[config.mk]
export PLATFORM = sky130hd
export DESIGN_NAME = led_matrix_scheduler
export DESIGN_NICKNAME = d
export VERILOG_FILES = /design/src/rtl/led_matrix_scheduler.sv
export SDC_FILE = /design/constraint.sdc
export NUM_CORES = 1
export LEC_CHECK = 0
export CORE_MARGIN = 5
export CORE_UTILIZATION = 40
export CTS_BUF_LIST = sky130_fd_sc_hd__clkbuf_4
export DETAILED_ROUTE_END_ITERATION = 16
export GPL_TIMING_DRIVEN = 0
export MAX_ROUTING_LAYER = met4
export PLACE_DENSITY = 0.74
export REMOVE_ABC_BUFFERS = 1
export SLEW_MARGIN = 20
export SYNTH_ARGS = -nofsm -noshare
export SYNTH_HDL_FRONTEND = slang
export SYNTH_SLANG_ARGS = --single-unit
[constraint.sdc]
create_clock -name clk -period 4.55 [get_ports clk]
set_input_delay 0.6825 -clock clk [delete_from_list [all_inputs] [get_ports clk]]
set_output_delay 0.6825 -clock clk [all_outputs]
set_load 0.01 [all_outputs]
[src/rtl/led_matrix_scheduler.sv]
// Round-robin shared 4x4 LED frame register with row-scanned, dead-timed matrix drive.
// Optional PWM brightness per row slot is enabled by defining LED_SCHED_BRIGHTNESS_EN.
module led_matrix_scheduler #(
   parameter int NREQ     = 4,
   parameter int SCAN_DIV = 12000,
   parameter int DEADTIME = 48
) (
   input  logic                 clk,
   input  logic                 rst_n,
`ifdef LED_SCHED_BRIGHTNESS_EN
   input  logic [3:0]           bright,
`endif
   input  logic [NREQ-1:0]      req_valid,
   input  logic [16*NREQ-1:0]   req_mask,
   input  logic [16*NREQ-1:0]   req_bits,
   output logic [NREQ-1:0]      req_ready,
   output logic [15:0]          frame,
   output logic [3:0]           aled,
   output logic [3:0]           kled_tri,
   output logic [1:0]           row
);

   localparam int PW = (NREQ > 1) ? $clog2(NREQ) : 1;
   localparam int CW = $clog2(SCAN_DIV);

   typedef enum logic {BLANK, DRIVE} scanState_e;

   logic [PW-1:0]    r_rrPtr;
   logic [15:0]      r_frame;
   logic [15:0]      r_shadow;
   logic [CW-1:0]    r_slotCnt;
   logic [1:0]       r_row;
   logic [3:0]       r_aled;
   logic [3:0]       r_kled;
   scanState_e       r_state;

   logic [NREQ-1:0]  w_grant;
   logic             w_xfer;
   logic [PW-1:0]    w_grantIdx;
   logic [15:0]      w_selMask;
   logic [15:0]      w_selBits;
   logic [3:0]       w_rowBits;
   logic             w_slotEnd;

   // First valid requester at or after the pointer wins, wrapping around.
   always_comb begin
      w_grant    = '0;
      w_xfer     = 1'b0;
      w_grantIdx = '0;
      w_selMask  = '0;
      w_selBits  = '0;
      for (int k = 0; k < NREQ; k++) begin
         if (!w_xfer && req_valid[(int'(r_rrPtr) + k) % NREQ]) begin
            w_xfer = 1'b1;
            w_grant[(int'(r_rrPtr) + k) % NREQ] = 1'b1;
            w_grantIdx = PW'((int'(r_rrPtr) + k) % NREQ);
            w_selMask  = req_mask[((int'(r_rrPtr) + k) % NREQ) * 16 +: 16];
            w_selBits  = req_bits[((int'(r_rrPtr) + k) % NREQ) * 16 +: 16];
         end
      end
   end

   assign req_ready = rst_n ? w_grant : '0;

   always_ff @(posedge clk or negedge rst_n) begin
      if (!rst_n) begin
         r_frame <= '0;
         r_rrPtr <= '0;
      end else if (w_xfer) begin
         r_frame <= (r_frame & ~w_selMask) | (w_selBits & w_selMask);
         r_rrPtr <= (w_grantIdx == PW'(NREQ - 1)) ? '0 : w_grantIdx + 1'b1;
      end
   end

   assign w_rowBits = r_shadow[r_row * 4 +: 4];
   assign w_slotEnd = (r_slotCnt == CW'(SCAN_DIV - 1));

`ifdef LED_SCHED_BRIGHTNESS_EN
   localparam int SUB = (SCAN_DIV - DEADTIME) / 16;
   localparam int SW  = (SUB > 1) ? $clog2(SUB) : 1;

   if (((SCAN_DIV - DEADTIME) % 16) != 0) begin : g_badDriveWindow
      $error("led_matrix_scheduler: SCAN_DIV-DEADTIME must be a multiple of 16");
   end

   logic [SW-1:0] r_subCnt;
   logic [3:0]    r_subIdx;
   logic [3:0]    r_bright;
`endif

   // Outputs are computed one edge ahead so the row change always lands in blanking.
   always_ff @(posedge clk or negedge rst_n) begin
      if (!rst_n) begin
         r_shadow  <= '0;
         r_slotCnt <= '0;
         r_row     <= '0;
         r_aled    <= '0;
         r_kled    <= '0;
         r_state   <= BLANK;
`ifdef LED_SCHED_BRIGHTNESS_EN
         r_subCnt  <= '0;
         r_subIdx  <= '0;
         r_bright  <= '0;
`endif
      end else if (w_slotEnd) begin
         r_slotCnt <= '0;
         r_row     <= r_row + 2'd1;
         r_aled    <= '0;
         r_kled    <= '0;
         r_state   <= BLANK;
         if (r_row == 2'd3) r_shadow <= r_frame;
`ifdef LED_SCHED_BRIGHTNESS_EN
         r_bright  <= bright;
`endif
      end else begin
         r_slotCnt <= r_slotCnt + 1'b1;
         if (r_state == BLANK) begin
            if (r_slotCnt == CW'(DEADTIME - 1)) begin
               r_state <= DRIVE;
               r_aled  <= 4'b0001 << r_row;
               r_kled  <= w_rowBits;
`ifdef LED_SCHED_BRIGHTNESS_EN
               r_subCnt <= '0;
               r_subIdx <= '0;
`endif
            end
         end else begin
`ifdef LED_SCHED_BRIGHTNESS_EN
            // Subslot 0 is always lit; later subslots only while index <= brightness.
            if (r_subCnt == SW'(SUB - 1)) begin
               r_subCnt <= '0;
               r_subIdx <= r_subIdx + 4'd1;
               r_kled   <= ((r_subIdx + 4'd1) <= r_bright) ? w_rowBits : 4'b0000;
            end else begin
               r_subCnt <= r_subCnt + 1'b1;
            end
`else
            r_kled <= w_rowBits;
`endif
         end
      end
   end

   assign frame    = r_frame;
   assign aled     = r_aled;
   assign kled_tri = r_kled;
   assign row      = r_row;

endmodule

==> run metrics, run 1 <==
outcome=completed; Max Clock Skew=0.0133 ns; CP Capture Type=output pin; Final nets=988; area of the core=between 15000 and 20000 µm²; first drt pass iteration count=7; Area growth, synth to finish=29.5%; final instance area=just over 9000 µm²; CTS Buffer Depth=2; Post-synth EDFFs=0; # DRC=0; share of cells above drive strength 1=21.7%; most frequent cells in the layout=clkdlybuf4s50_1 (161), mux4_2 (61), o21ai_0 (57), dfrtp_1 (57), mux2i_1 (56); worst setup path start=req_valid[1]; Gate power share=82.2%; net load switching power=2.92 mW; Final Wtd Congestion=0.888; mapped cell area=about 7000 µm²; max-cap violations=0; CP Launch Type=input port; worst slew pin tran=roughly 1.1 ns; Vias=approximately 7.4k; HPWL after detailed placement=about 16000 µm; Num CTS Buffers=9; max_slew headroom=around a quarter; post-route ant nets=0; Hold Crit Class=input port to async pin; period utilization=between 90% and 100%; I/O Buffers=~160; Sequential Power Share=between 10% and 20%; Critical Path Fanout Max=20; Hold Fails Final Rpt=0; setup repair after global routing missed its margin=no; worst-skew pair later-pin latency=0.40 ns; kind of critical path=input port to output pin; vias in the first global route=7190; Final Critical Period=about 4.5 ns; Pint=~3.3 mW; WL final=25500 µm; Ant. Diodes=0; iteration-0 DRC count of the detailed router=between 1k and 1.5k; maximum number of pins on one net before global-route repair=between 40 and 50; FFs w/ async S/R, synth=100%; Die Span X=between 100 and 150 µm; Clock transition at path regs=roughly 0.10 ns; root buffer cell=clkbuf_4; Synth warnings=0; syn_area_per_cell=between 10 and 15 µm²; vias per std cell=6.84; setup TNS=0 ns; Synth Register Bits=59; fmax=between 0.2 and 0.25 GHz; Overflow after GRT=0; first-pass GRT wire length=39700 µm; sequential area share after synthesis=between 20 and 25%; clock share of power=just under 6%; die area=between 20000 and 25000 µm²; standard-cell rows=~50; CP arrival=approximately 3.8 ns; Mapped Cells=between 700 and 800; critical path required time=approximately 3.9 ns; Switching Fraction=between 40% and 50%; Synth Flop Type=dfrtp_1; worst vdd ir=0.000423 V; Final setup violation count=0; hold_buf cts=0; Worst R2R Start=r_rrPtr[0]; synth unique cells=64; CTS tree=yes; H-tree depth=3; Sink Count=59; Avg WL per Cell=between 20 and 25 µm; commonest non-fill, non-tap cell in the layout=clkdlybuf4s50_1; Power per Cell Area=663 nW/µm²; antenna violations before repair=0; initial core utilization=between 40% and 50%; IO Pins=164; Placement Cell Area=8960 µm²; Pleak=~3.6 nW; Max Transition Viols Final=0; gr usage total=about a quarter; Die Y=144 µm
[path summary, 6_finish.rpt]
check                          endpoint  slack (ns)  depth (start not counted)
max reg2reg                   flip-flop        1.14                         10
min                        r_slotCnt[8]        0.20                          1
min reg2reg                r_slotCnt[0]        0.48                          1
max in group asynchronous    r_rrPtr[1]        3.82                          2
max                        req_ready[3]        0.06                          6
min in group clk           r_slotCnt[0]        0.48                          1
[layer usage]
layer / up-vias / track usage (%) / wire length [µm]
met5: - / - / 0
met4: 0 / 5.89 / 632
met3: 69 / 4.03 / 2710
met2: 509 / 38.1 / 12000
met1: 3591 / 33.8 / 10100
li1: 3195 / - / -
[layout make-up]
type	count	area [µm²]
repair buffers	188	2020
clock buffers	10	75.1
inverters	4	27.5
clock inverters	6	56.3
well taps	229	287
fillers	1577	8500
multi-input cells	581	5400
flip-flops and latches	59	1480
[synthesized netlist by cell type, types with 3 or more instances]
cell type,instances,area (µm²)
buf_4,6,45.0
o22a_1,13,114
nor2_1,25,93.8
a221oi_1,39,342
a221o_1,7,70.1
buf_6,8,90.1
inv_1,3,11.3
o21ai_1,4,20.0
a21boi_0,5,37.5
buf_2,26,130
mux4_2,61,1370
a222oi_1,5,50.1
mux2i_1,56,561
o221ai_1,7,61.3
mux2_2,52,586
o21ai_0,57,285
nand2b_1,3,18.8
clkbuf_1,27,101
o22ai_1,15,93.8
a22o_1,25,219
a22oi_1,13,97.6
and3_1,6,37.5
ha_1,11,138
nor4_1,4,25.0
nand2_1,42,158
a32oi_1,9,78.8
nand3b_1,5,37.5
nand3_1,23,115
dfrtp_1,59,1480
xor2_1,7,61.3
and2_1,4,25.0
a31oi_1,3,18.8
xnor2_1,6,52.6
a21o_1,7,52.6
buf_1,6,22.5
nor2b_1,6,37.5
a21oi_1,23,115
[critical path: stages]
cell             delay (ns)
clkdlybuf4s50_1        0.85
mux2_4                 0.56
mux2i_4                0.60
o21ai_0                0.22
a21boi_1               0.29
clkdlybuf4s50_1        0.60
[stage by stage]
stage          hold slack [ns]  worst slack (ns)  power, mW  util (%)  cells
6_report                 0.196            0.0609       6.19      52.4   1077
2_1_floorplan            0.387             -6.22       4.20         -    642
4_1_cts                  0.184            0.0311       6.01      51.9   1072
5_1_grt                  0.193            0.0253       6.53      52.4   1077
3_3_place_gp             0.447             -9.99       5.02      49.0   1034
3_5_place_dp             0.472             -1.10       5.34      50.2   1042
[power groups by stage]
stage / sequential, mW / combinational [mW] / clock, mW
2_1_floorplan: 0.995 / 3.21 / 0
3_3_place_gp: 1.04 / 3.98 / 0
3_5_place_dp: 0.852 / 4.49 / 0
4_1_cts: 0.763 / 4.87 / 0.372
5_1_grt: 0.746 / 5.39 / 0.396
6_report: 0.741 / 5.09 / 0.359
[repair_timing]
| action | 4_1_cts | 5_1_grt |
|---|---|---|
| setup endpoints to repair | 20 | 4 |
| cloned | 3 | 1 |
| pin swaps | 2 | 0 |
| hold endpoints to repair | 0 | 0 |
| buffers inserted | 11 | 4 |
| gates resized for setup | 10 | 4 |
[cell families after synthesis]
logic type / synth area share [%]
and+or+nand+nor: 9.59
AOI/OAI and AO/OA: 24.8
adders and majority gates: 1.91
xor gates and xnor gates: 1.58
muxes: 36.0
DFF: 20.5
buffers and inverters: 5.67
(Power assumes the default switching activity.)
==> inputs of run 2 (changes only) <==
CAP_MARGIN = 0   (was not set)
CORE_MARGIN = not set   (was 5)
==> run metrics, run 2 (synthesis results as in run 1) <==
Die Span X=136 µm (-5.5%); Sink Count=59 (unchanged); initial core utilization=41.3% (+0.84 points); most frequent cells in the layout=clkdlybuf4s50_1 (160), mux4_2 (61), o21ai_0 (57), dfrtp_1 (57), mux2i_1 (56); Setup WS pre-CTS=-1.36 ns (-0.254 ns); Switching Fraction=46.1% (-1.1 points); clock share of power=6.9% (+1.1 points); period utilization=96.9% (-1.7 points); fmax=0.227 GHz (+1.8%); I/O Buffers=163 (unchanged); Max Transition Viols Final=0 (unchanged); # DRC=0 (unchanged); commonest non-fill, non-tap cell in the layout=clkdlybuf4s50_1; CTS tree=yes; Final nets=988 (unchanged); antenna violations before repair=1 (+1); Pleak=3.63 nW (+1.9%); Clock transition at path regs=0.11 ns (about the same); highest metal used=met4; max_slew headroom=20.2% (-3.8 points); final instance area=9420 µm² (+0.83%); area of the core=17500 µm² (-2.0%); Met2 Wirelength=11500 µm (-4.6%); net load switching power=2.89 mW (-1.2%); vias per std cell=6.76 (-1.1%); Area growth, synth to finish=30.6%; critical path required time=3.87 ns (about the same); CP Launch Type=flip-flop; CP arrival=3.73 ns (-0.08 ns); first-pass GRT wire length=38300 µm (-3.4%); Hold Crit Class=input port to async pin; Final Critical Period=4.41 ns (-0.0787 ns); worst setup margin=0.140 ns (+0.0787 ns); die area=18600 µm² (-11%); worst vdd ir=0.000366 V (-14%); outcome=completed; Gate power share=81.4% (-0.8 points); CP Cell Sequence=buf_16 > buf_16 > inv_8 > ha_4 > buf_16 > mux4_2 > nor2_4 > and2_4 > nand2_1 > a21boi_1 > clkdlybuf4s50_1; maximum number of pins on one net before global-route repair=61 (+24%); Top cell by count, worst path=buf_16; Max Clock Skew=0.0177 ns (+0.00433 ns); gr usage total=27.3% (+2.8 points); IO Pins=164 (unchanged); HPWL after detailed placement=15800 µm (-3.6%); CP Capture Type=output pin; post-route ant nets=0 (unchanged); crit-path max cell delay=0.62 ns (-0.23 ns); Avg WL per Cell=22.5 µm (-5.1%); setup TNS=0 ns (unchanged); dpl cells=1039 (-0.29%); CTS Buffer Depth=2 (unchanged); iteration-0 DRC count of the detailed router=921 (-8.0%); Critical Path Fanout Max=23 (+15%); Non-Filler Instances=1074 (-0.28%); root buffer cell=clkbuf_4; vias in the first global route=7082 (-1.5%); Placement Cell Area=9000 µm² (+0.42%); final total power=6.27 mW (+1.3%); met3 WL=2240 µm (-17%); worst hold slack=0.0905 ns (-0.105 ns); Die Y=136 µm (-5.5%); Overflow after GRT=0 (unchanged); share of cells above drive strength 1=21.9% (+0.24 points); worst slew pin tran=1.17 ns (+0.0365 ns); Final setup violation count=0 (unchanged); kind of critical path=flip-flop to output pin; setup repair after global routing missed its margin=no; max-cap violations=0 (unchanged); Power per Cell Area=666 nW/µm² (+0.45%); first drt pass iteration count=5 (-2); WL final=24100 µm (-5.4%); worst-skew pair later-pin latency=0.42 ns (+0.02 ns); Num CTS Buffers=9 (unchanged); Finished Core Util=53.9% (+1.5 points); Post-Route M1 WL=9820 µm (-2.8%); Pint=3.38 mW (+3.5%); Slowest cell on crit path=mux4_2; Hold Fails Final Rpt=0 (unchanged); standard-cell rows=48 (-2.0%); Vias=7264 (-1.4%); H-tree depth=3 (unchanged); Final Wtd Congestion=0.859 (-3.4%); Sequential Power Share=11.7% (-0.3 points); r2r setup slk=1.12 ns (-0.02 ns)
run 2: path summary, 6_finish.rpt:
check	cells past startpoint	end	from
setup / recovery	11	req_ready[3]	r_rrPtr[0]
hold / removal	1	r_slotCnt[10]	rst_n
setup reg to reg	11	flip-flop	r_rrPtr[0]
hold reg to reg	1	r_slotCnt[0]	r_slotCnt[0]
max in group asynchronous	2	r_rrPtr[1]	rst_n
min in group clk	1	r_slotCnt[0]	r_slotCnt[0]
run 2: final cells by class:
class	instances	area, µm²
Clock inverter	5	77.6
Sequential cell	59	1480
Antenna cell	1	2.50
Timing Repair Buffer	188	2080
Inverter	4	25.0
Multi-Input combinational cell	581	5390
Tap cell	225	282
Fill cell	1547	8060
Clock buffer	11	82.6
run 2: power groups by stage:
stage	clock network (mW)	logic (mW)	registers (mW)
6_report	0.436	5.11	0.731
5_1_grt	0.476	5.41	0.741
4_1_cts	0.447	5.01	0.731
3_5_place_dp	0	4.52	0.830
3_3_place_gp	0	3.98	1.04
2_1_floorplan	0	3.21	0.995
run 2: critical path, delay by kind of cell, from the launching register on:
kind	cells	cell delay, ns
buffers and inverters	5	1.18
multiplexers	1	0.62
flip-flops	1	0.48
AND/OR/NAND/NOR	3	0.46
adder cells (fa/ha/maj)	1	0.32
AO/OA/AOI/OAI	1	0.24
run 2: repair_timing:
action                                  CTS  global route
gates resized for setup                  11             3
pin swaps                                 3             0
hold buffers                              0             0
endpoints found under the setup margin   21             4
gates cloned                              5             0
setup buffers                            13             0
run 2: metal layers:
layer / up-vias / track usage, %
li1: 3195 / -
met1: 3519 / 36.0
met2: 489 / 41.8
met3: 61 / 4.85
met4: 0 / 9.75
met5: - / -
